<file path="config.mk">
export PLATFORM = sky130hd
export DESIGN_NAME = sysarray_head_ctrl
export DESIGN_NICKNAME = d
export VERILOG_FILES = /design/src/rtl/sysarray_pkg.sv /design/src/rtl/sysarray_head_ctrl.sv
export SDC_FILE = /design/constraint.sdc
export NUM_CORES = 1
export LEC_CHECK = 0
export CORE_MARGIN = 2
export CORE_UTILIZATION = 55
export DETAILED_ROUTE_END_ITERATION = 10
export DONT_BUFFER_PORTS = 1
export GPL_TIMING_DRIVEN = 0
export PLACE_DENSITY = 0.8
export SLEW_MARGIN = 20
export SYNTH_ARGS = -nofsm -noshare
export SYNTH_HDL_FRONTEND = slang
export SYNTH_SLANG_ARGS = --single-unit
</file>
<file path="constraint.sdc">
create_clock -name clk -period 1.7 [get_ports clk]
set_input_delay 0.17 -clock clk [delete_from_list [all_inputs] [get_ports clk]]
set_output_delay 0.17 -clock clk [all_outputs]
set_load 0.02 [all_outputs]
</file>
<file path="src/rtl/sysarray_pkg.sv">
// rtl/sysarray_pkg.sv - shared state encoding and default latencies for the systolic array head controller
package sysarray_pkg;

  typedef enum logic [2:0] {
    ST_IDLE,
    ST_FLUSH,
    ST_WAIT_TILE,
    ST_RUN,
    ST_ACCUM,
    ST_COMPARE,
    ST_DONE
  } head_state_t;

  localparam int ADD_LAT_DEFAULT = 10;
  localparam int CMP_LAT_DEFAULT = 2;

  function automatic int max_int(input int a, input int b);
    return (a > b) ? a : b;
  endfunction

endpackage

</file>
<file path="src/rtl/sysarray_head_ctrl.sv">
// rtl/sysarray_head_ctrl.sv - sequences flush, tile accumulation, mean and prune compare for one attention head
module sysarray_head_ctrl
  import sysarray_pkg::*;
#(
  parameter int NUM_TILES = 4,
  parameter int ADD_LAT   = ADD_LAT_DEFAULT,
  parameter int CMP_LAT   = CMP_LAT_DEFAULT
) (
  input  logic       clk,
  input  logic       _reset,
  input  logic       start,
  input  logic       abort,
  input  logic       int_mode,
  input  logic       tile_valid,
  input  logic       head_prune_in,
  output logic       tile_ready,
  output logic       add_flag,
  output logic       int_flag,
  output logic       flush_acc_n,
  output logic       mean_enable,
  output logic       compare_flag,
  output logic [3:0] tile_idx,
  output logic       busy,
  output logic       done,
  output logic       prune_head
);

  localparam int CNT_W = $clog2(max_int(ADD_LAT, CMP_LAT)) + 1;
  localparam logic [CNT_W-1:0] ADD_LAST  = CNT_W'(ADD_LAT - 1);
  localparam logic [CNT_W-1:0] CMP_LAST  = CNT_W'(CMP_LAT - 1);
  localparam logic [3:0]       LAST_TILE = 4'(NUM_TILES - 1);

  head_state_t      state, state_nxt;
  logic [CNT_W-1:0] cnt, cnt_nxt;
  logic [3:0]       idx_nxt;
  logic             int_nxt, prune_nxt;

  always_ff @(posedge clk) begin
    if (_reset) begin
      state      <= ST_IDLE;
      cnt        <= '0;
      tile_idx   <= '0;
      int_flag   <= 1'b0;
      prune_head <= 1'b0;
    end else begin
      state      <= state_nxt;
      cnt        <= cnt_nxt;
      tile_idx   <= idx_nxt;
      int_flag   <= int_nxt;
      prune_head <= prune_nxt;
    end
  end

  always_comb begin
    state_nxt = state;
    cnt_nxt   = cnt;
    idx_nxt   = tile_idx;
    int_nxt   = int_flag;
    prune_nxt = prune_head;
    // abort outranks every in-flight transition, including the prune capture
    if (abort && state != ST_IDLE) begin
      state_nxt = ST_IDLE;
      cnt_nxt   = '0;
      idx_nxt   = '0;
    end else begin
      case (state)
        ST_IDLE: begin
          if (start) begin
            int_nxt   = int_mode;
            idx_nxt   = '0;
            state_nxt = ST_FLUSH;
          end
        end
        ST_FLUSH: state_nxt = ST_WAIT_TILE;
        ST_WAIT_TILE: begin
          if (tile_valid) begin
            cnt_nxt   = '0;
            state_nxt = ST_RUN;
          end
        end
        ST_RUN: begin
          if (cnt == ADD_LAST) state_nxt = ST_ACCUM;
          else                 cnt_nxt   = cnt + CNT_W'(1);
        end
        ST_ACCUM: begin
          if (tile_idx == LAST_TILE) begin
            cnt_nxt   = '0;
            state_nxt = ST_COMPARE;
          end else begin
            idx_nxt   = tile_idx + 4'd1;
            state_nxt = ST_FLUSH;
          end
        end
        ST_COMPARE: begin
          if (cnt == CMP_LAST) begin
            prune_nxt = head_prune_in;
            state_nxt = ST_DONE;
          end else begin
            cnt_nxt = cnt + CNT_W'(1);
          end
        end
        ST_DONE: state_nxt = ST_IDLE;
        default: state_nxt = ST_IDLE;
      endcase
    end
  end

  assign tile_ready   = (state == ST_WAIT_TILE);
  assign add_flag     = (state == ST_RUN);
  assign flush_acc_n  = (state != ST_FLUSH);
  assign mean_enable  = (state == ST_ACCUM);
  assign compare_flag = (state == ST_COMPARE);
  assign busy         = (state != ST_IDLE);
  assign done         = (state == ST_DONE);

endmodule
</file>
Word-level counts from Yosys, hierarchy flattened
Index checks and enable logic that the tools add are counted.
W data, S select, Z words.
- output and inout port bits: 13
- register bits after elaboration: 14
- logic and storage cells: 51
- input bits: 7
- bitwise operators: 1
- equality and inequality tests: 18
- add/sub/neg operators: 2
- multiplexer cells: 14
- reductions and logical operators: 11
- operators with widths (kind ; count):
    $mux W5 ; 4
    $pmux W5 S4 ; 1
    $pmux W3 S6 ; 1
    $mux W3 ; 5
    $ne A2 B2 Y1 const B ; 5
    $eq A3 B3 Y1 const B ; 3
    $reduce_and A3 Y1 ; 3
    $mux W4 ; 2
    $pmux W4 S2 ; 1
    $eq A3 B2 Y1 const B ; 2
    $ne A2 B1 Y1 const B ; 3
    $add A5 B1 Y5 const B ; 1
    $eq A5 B1 Y1 const B ; 1
    $eq A5 B4 Y1 const B ; 1
    $reduce_and A5 Y1 ; 1
    $add A4 B1 Y4 const B ; 1
    $eq A4 B2 Y1 const B ; 1
    $reduce_and A4 Y1 ; 1
    $reduce_bool A4 Y1 ; 1
    $eq A3 B1 Y1 const B ; 1
    $logic_not A3 Y1 ; 1
    $ne A3 B1 Y1 const B ; 1
    $reduce_bool A3 Y1 ; 1
    $reduce_bool A2 Y1 ; 1
    3 further kinds ; 3

Depth between registers and ports, before layout
- depth after elaboration: 4
- depth in mapped cells: 6
- depth with buffers taken out: 6

Least setup slack after synthesis
No wires, ideal clock.
- path kind: reg-to-reg
- from: reg tile_idx[0]
- to: reg cnt[1]
- buffers on the path: 0
- arrival: 1.793 ns
- stages on the path, launching flop included: 6
- required time: 1.630 ns
- library setup time: 0.070 ns
- clock period less this slack: 1.863 ns
- path slack: -0.163 ns
- cell sequence: dfxtp_1 -> ha_1 -> nor3b_1 -> o311ai_1 -> or4_1 -> a21oi_1
- longest elaborated chain between the ends: 3
- RTL lines (item ; line ; source):
    start: declaration ; sysarray_head_ctrl.sv:22 ; output logic [3:0] tile_idx,
    start signal: assignment ; sysarray_head_ctrl.sv:48 ; tile_idx <= idx_nxt;
    $eq A4 B2 Y1 ; sysarray_head_ctrl.sv:86 ; if (tile_idx == LAST_TILE) begin
    $ne A2 B1 Y1 (no source line) ; - ;
    $reduce_and A5 Y1 (no source line) ; - ;
    end signal: assignment ; sysarray_head_ctrl.sv:47 ; cnt <= cnt_nxt;
    end: declaration ; sysarray_head_ctrl.sv:34 ; logic [CNT_W-1:0] cnt, cnt_nxt;
No other way between the ends.
A chain may end at the register's enable or synchronous reset.

Worst setup path in the final report
- from: reg tile_idx[0]
- to: reg cnt[3]
Same word-level chain as after synthesis.

==> results.txt <==
* Result of the run: completed
- Clock-pin slew was measured on the worst setup and hold paths at 0.09 ns.
- The worst register-to-register path begins at tile_idx[0]$_SDFFE_PP0P_.
* Final total negative setup slack: 0 ns
- Area growth, synth to finish: 25.3%
- Setup repair after global routing could not meet its margin everywhere.
* Worst path cell trace: ha_4 -> nor3b_4 -> buf_4 -> o311a_4 -> o211ai_1 -> a32o_1
- The detailed router finished its first iteration with 53 violations.
* Via Count: 938
- Entering global routing, the biggest net connects 11 pins.
- Using the TritonRoute via totals, the vias-per-cell ratio works out to 6.95.
- Antenna violations before repair: 0
* Buffers plus inverters on the worst setup path: 1
- Cell chosen for the clock root: clkbuf_4
- After synthesis, the mean cell area works out to 8.67 um2.
- Routability-driven placement finished with a final weighted congestion of 0.896.
- Startpoint of the worst hold path: head_prune_in
* Most used standard cells in the synthesized netlist: 14 x dfxtp_1, 8 x a21oi_1, 7 x nor2_1
- Counting flops with an async set or reset pin after synthesis yields a share of 0%.
- During I/O placement, the number of pins put on the boundary was 20.
* Largest cells by area after synthesis: dfxtp_1 29%, ha_1 5.2%, nor3b_1 4.7%
* Int Power: 0.000782 W
* DIE HEIGHT: 45.6 um
- Counting buffers and inverters, the worst setup path is 6 cells deep.
- Half-perimeter wire length of the detailed placement result: 1550 um
- Post-synthesis cell type with the largest combined area: dfxtp_1
* Top cell type's share of synthesized area: 29.4%
- The analysis attributes to cell leakage a power of 0.460 nW.
- Buffers inserted during clock tree synthesis total 3.
- Of the total power, registers draw 29.0%.
* Number of filler instances in the final layout: 117
- Worst hold-check slack: 0.0480 ns
- Post-layout nets: 130
* Number of levels in the clock H-tree: 1
- The endpoint identified for the worst register-to-register timing path is cnt[3]$_SDFFE_PP0P_.
* Mapped Cells: 110
- In this run the core area contains 15 standard-cell rows.
* Power share of the combinational group: 53.0%
- Dominant delay contributor by cell family on the critical path: compound AO/OA/AOI/OAI gates
- Sink Count: 14
* Post-synth net total: 121
- Nature of the critical path startpoint: register
- The number of global-route vias before repair is 817.
- DRC violations left: 0
- Yosys instantiated no cell more often than dfxtp_1.
- Measured along the x axis, the die boundary spans 45.6 um.
- Maximum ir drop on the vdd rail: 0.000684 V
- Post-synthesis register bit count: 14
- Multi-input gate area in the final layout: 762 um2
- Pre-Repair DR Iteration Count: 4
- MaxCap Viol Count: 0
- Net switching power: 0.000568 W
* Floorplan die area: 0.00208 mm2
- Largest fanout of any net on the critical path: 4
- Summed over all layers, the global routing overflow is 0.
* Fraction of power consumed by the clock network: 18.1%
- Number of enable flip-flop cells after synthesis: 0
* Data arrival time of the critical path: 1.85 ns
- Clock tree from TritonCTS: yes
- After floorplanning, the core was sized to cover 0.00167 mm2.
- Worst hold path type: input pin to register
- Critical path start-end classification: register to register
- After layout, the worst path uses 98.8% of the clock period.
- Top_reg_cell synth: dfxtp_1
- CP Data Required Time: 1.87 ns
- Final setup violation count: 0
* Global-route wire length before repair: 3690 um
* Initial core utilization: 57.1%
* Hold Path End: prune_head$_SDFFE_PP0P_
- Number of distinct library cell variants in the gate-level netlist after synthesis: 44
* Fraction of layout cells with a size suffix above 1: 31.4%
- The largest single stage delay on the critical path is 0.42 ns.
* Slew headroom: 62.7%
- Cell with the largest stage delay on the worst path: dfxtp_4
- Clock skew on the completed layout was measured at 0.00302 ns.
- Dividing total power by cell area gives a power density of 1130 mW/mm2.
- The final number of max-transition violations is 0.
* Register area: 294 um2
- The number of cells on the worst reg-to-reg path is 6.
* Final hold violations: 0
- Antenna viol nets, final: 0
- Final routed wire length divided by cell count: 18.3 um
- The worst path in the final design needs a cycle of 1.68 ns, including I/O delays and setup.
- Max Fclk: 0.596 GHz
- Kind of capture point of the worst setup path: register
- Net switching is 42.1% of the power.
* Overall track demand over capacity in global routing: 24.3%
* Sequential fraction of the synthesis area: 29.4%
* Hold path depth: 2
- Slack of the worst reg-to-reg path: 0.02 ns
- In this run the deepest clock path goes through 2 buffers.
- Cell area after synthesis: 953 um2
* Worst-Margin Slew: 0.557 ns
- For the worst-skew pair, the clock arrives at the later sink with an insertion delay of 0.28 ns.
* Routed Wire Length: 2470 um
* Yosys warns: 0
* Number of diodes added for antenna fixing: 0
- In this run the tool buffered the top-level ports with 0 buffer cells.
## per-stage QoR
step | util, % | setup slack, ns | cell area [um2] | power, W | instances
floorplan | - | 0.0104 | 961 | 0.000841 | 110
detailed placement | 58.8 | -0.146 | 982 | 0.000934 | 127
global route | 71.5 | -0.0396 | 1190 | 0.00143 | 135
finish | 71.5 | 0.0212 | 1190 | 0.00135 | 135
CTS | 67.2 | -0.00645 | 1120 | 0.00127 | 133
global placement | 58.8 | -0.132 | 982 | 0.000925 | 127
## logic make-up (layout without fill, tap and decap cells)
family | Yosys count | count (layout) | synth area share, %
flip-flops | 14 | 14 | 29.4
adder cells (fa/ha/maj) | 4 | 4 | 5.25
AO/OA/AOI/OAI | 33 | 33 | 25.6
multiplexers | 2 | 2 | 2.10
AND/OR/NAND/NOR | 45 | 45 | 30.6
XOR/XNOR | 4 | 4 | 3.68
buffers and inverters | 8 | 16 | 3.41
## registers in the layout, indices dropped and copies added (netlist names)
signal      flops
prune_head      1
int_flag        1
cnt             5
state           3
tile_idx        4
## per-layer routing
layer  share of wire [%]  GRT usage [%]  vias to the layer above  wire length [um]
met1                  45           34.9                      437              1100
li1                    -              -                      442                 -
met5                   0              0                        -                 0
met3                 9.3           4.37                        4               229
met2                  45           35.5                       55              1110
met4                0.89           10.0                        0                22
## timing repair
item,CTS,global route
hold buffers,1,0
setup buffers,2,3
pin swaps,3,4
endpoints found under the setup margin,16,10
gates cloned,0,0
endpoints found under the hold margin,2,0
resized for setup,22,15
## layout make-up
| class | instances | share of cell area (%) |
|---|---|---|
| buffer | 5 | 2.51 |
| clock buffer | 4 | 3.04 |
| inverter | 1 | 0.314 |
| multi-input combinational | 88 | 63.8 |
| sequential | 14 | 24.6 |
| tap | 17 | 1.78 |
| timing repair buffer | 6 | 3.98 |
## worst max path at each step
stage                                        start  slack [ns]                  endpoint
after floorplan              state[2]$_SDFFE_PP0P_        0.01     state[1]$_SDFFE_PP0P_
after global placement         cnt[0]$_SDFFE_PP0P_       -0.13       cnt[3]$_SDFFE_PP0P_
after detailed placement     state[2]$_SDFFE_PP0P_       -0.15  tile_idx[3]$_SDFFE_PP0P_
after CTS                    state[0]$_SDFFE_PP0P_      -0.006       cnt[3]$_SDFFE_PP0P_
after global routing      tile_idx[0]$_SDFFE_PP0P_       -0.04       cnt[1]$_SDFFE_PP0P_
final                     tile_idx[0]$_SDFFE_PP0P_        0.02       cnt[3]$_SDFFE_PP0P_
## power by group through the flow
stage / Clock [W] / Combinational, W / Sequential [W]
CTS: 0.000249 / 0.000635 / 0.000389
detailed placement: 0 / 0.000540 / 0.000394
finish: 0.000244 / 0.000715 / 0.000391
floorplan: 0 / 0.000455 / 0.000386
global placement: 0 / 0.000532 / 0.000393
global route: 0.000261 / 0.000772 / 0.000393
## placed cells by master, fill, tap and decap left out, drive strengths merged, types with 2 or more instances in the layout
cell type,synthesis,routed
dfxtp,14,14
buf,3,9
a21oi,8,8
nor2,7,7
nor3b,7,7
nor3,6,6
clkbuf,4,5
o211ai,4,4
ha,4,4
nand2,3,3
a32o,3,3
nand2b,3,3
nor2b,3,3
and3b,2,2
nand4,2,2
mux2i,2,2
xnor2,2,2
o211a,2,2
and3,2,2
or4,2,2
a21boi,2,2
o21a,2,2
o31ai,2,2
xor2,2,2
or3b,2,2
Power figures use the tool's default switching activity.
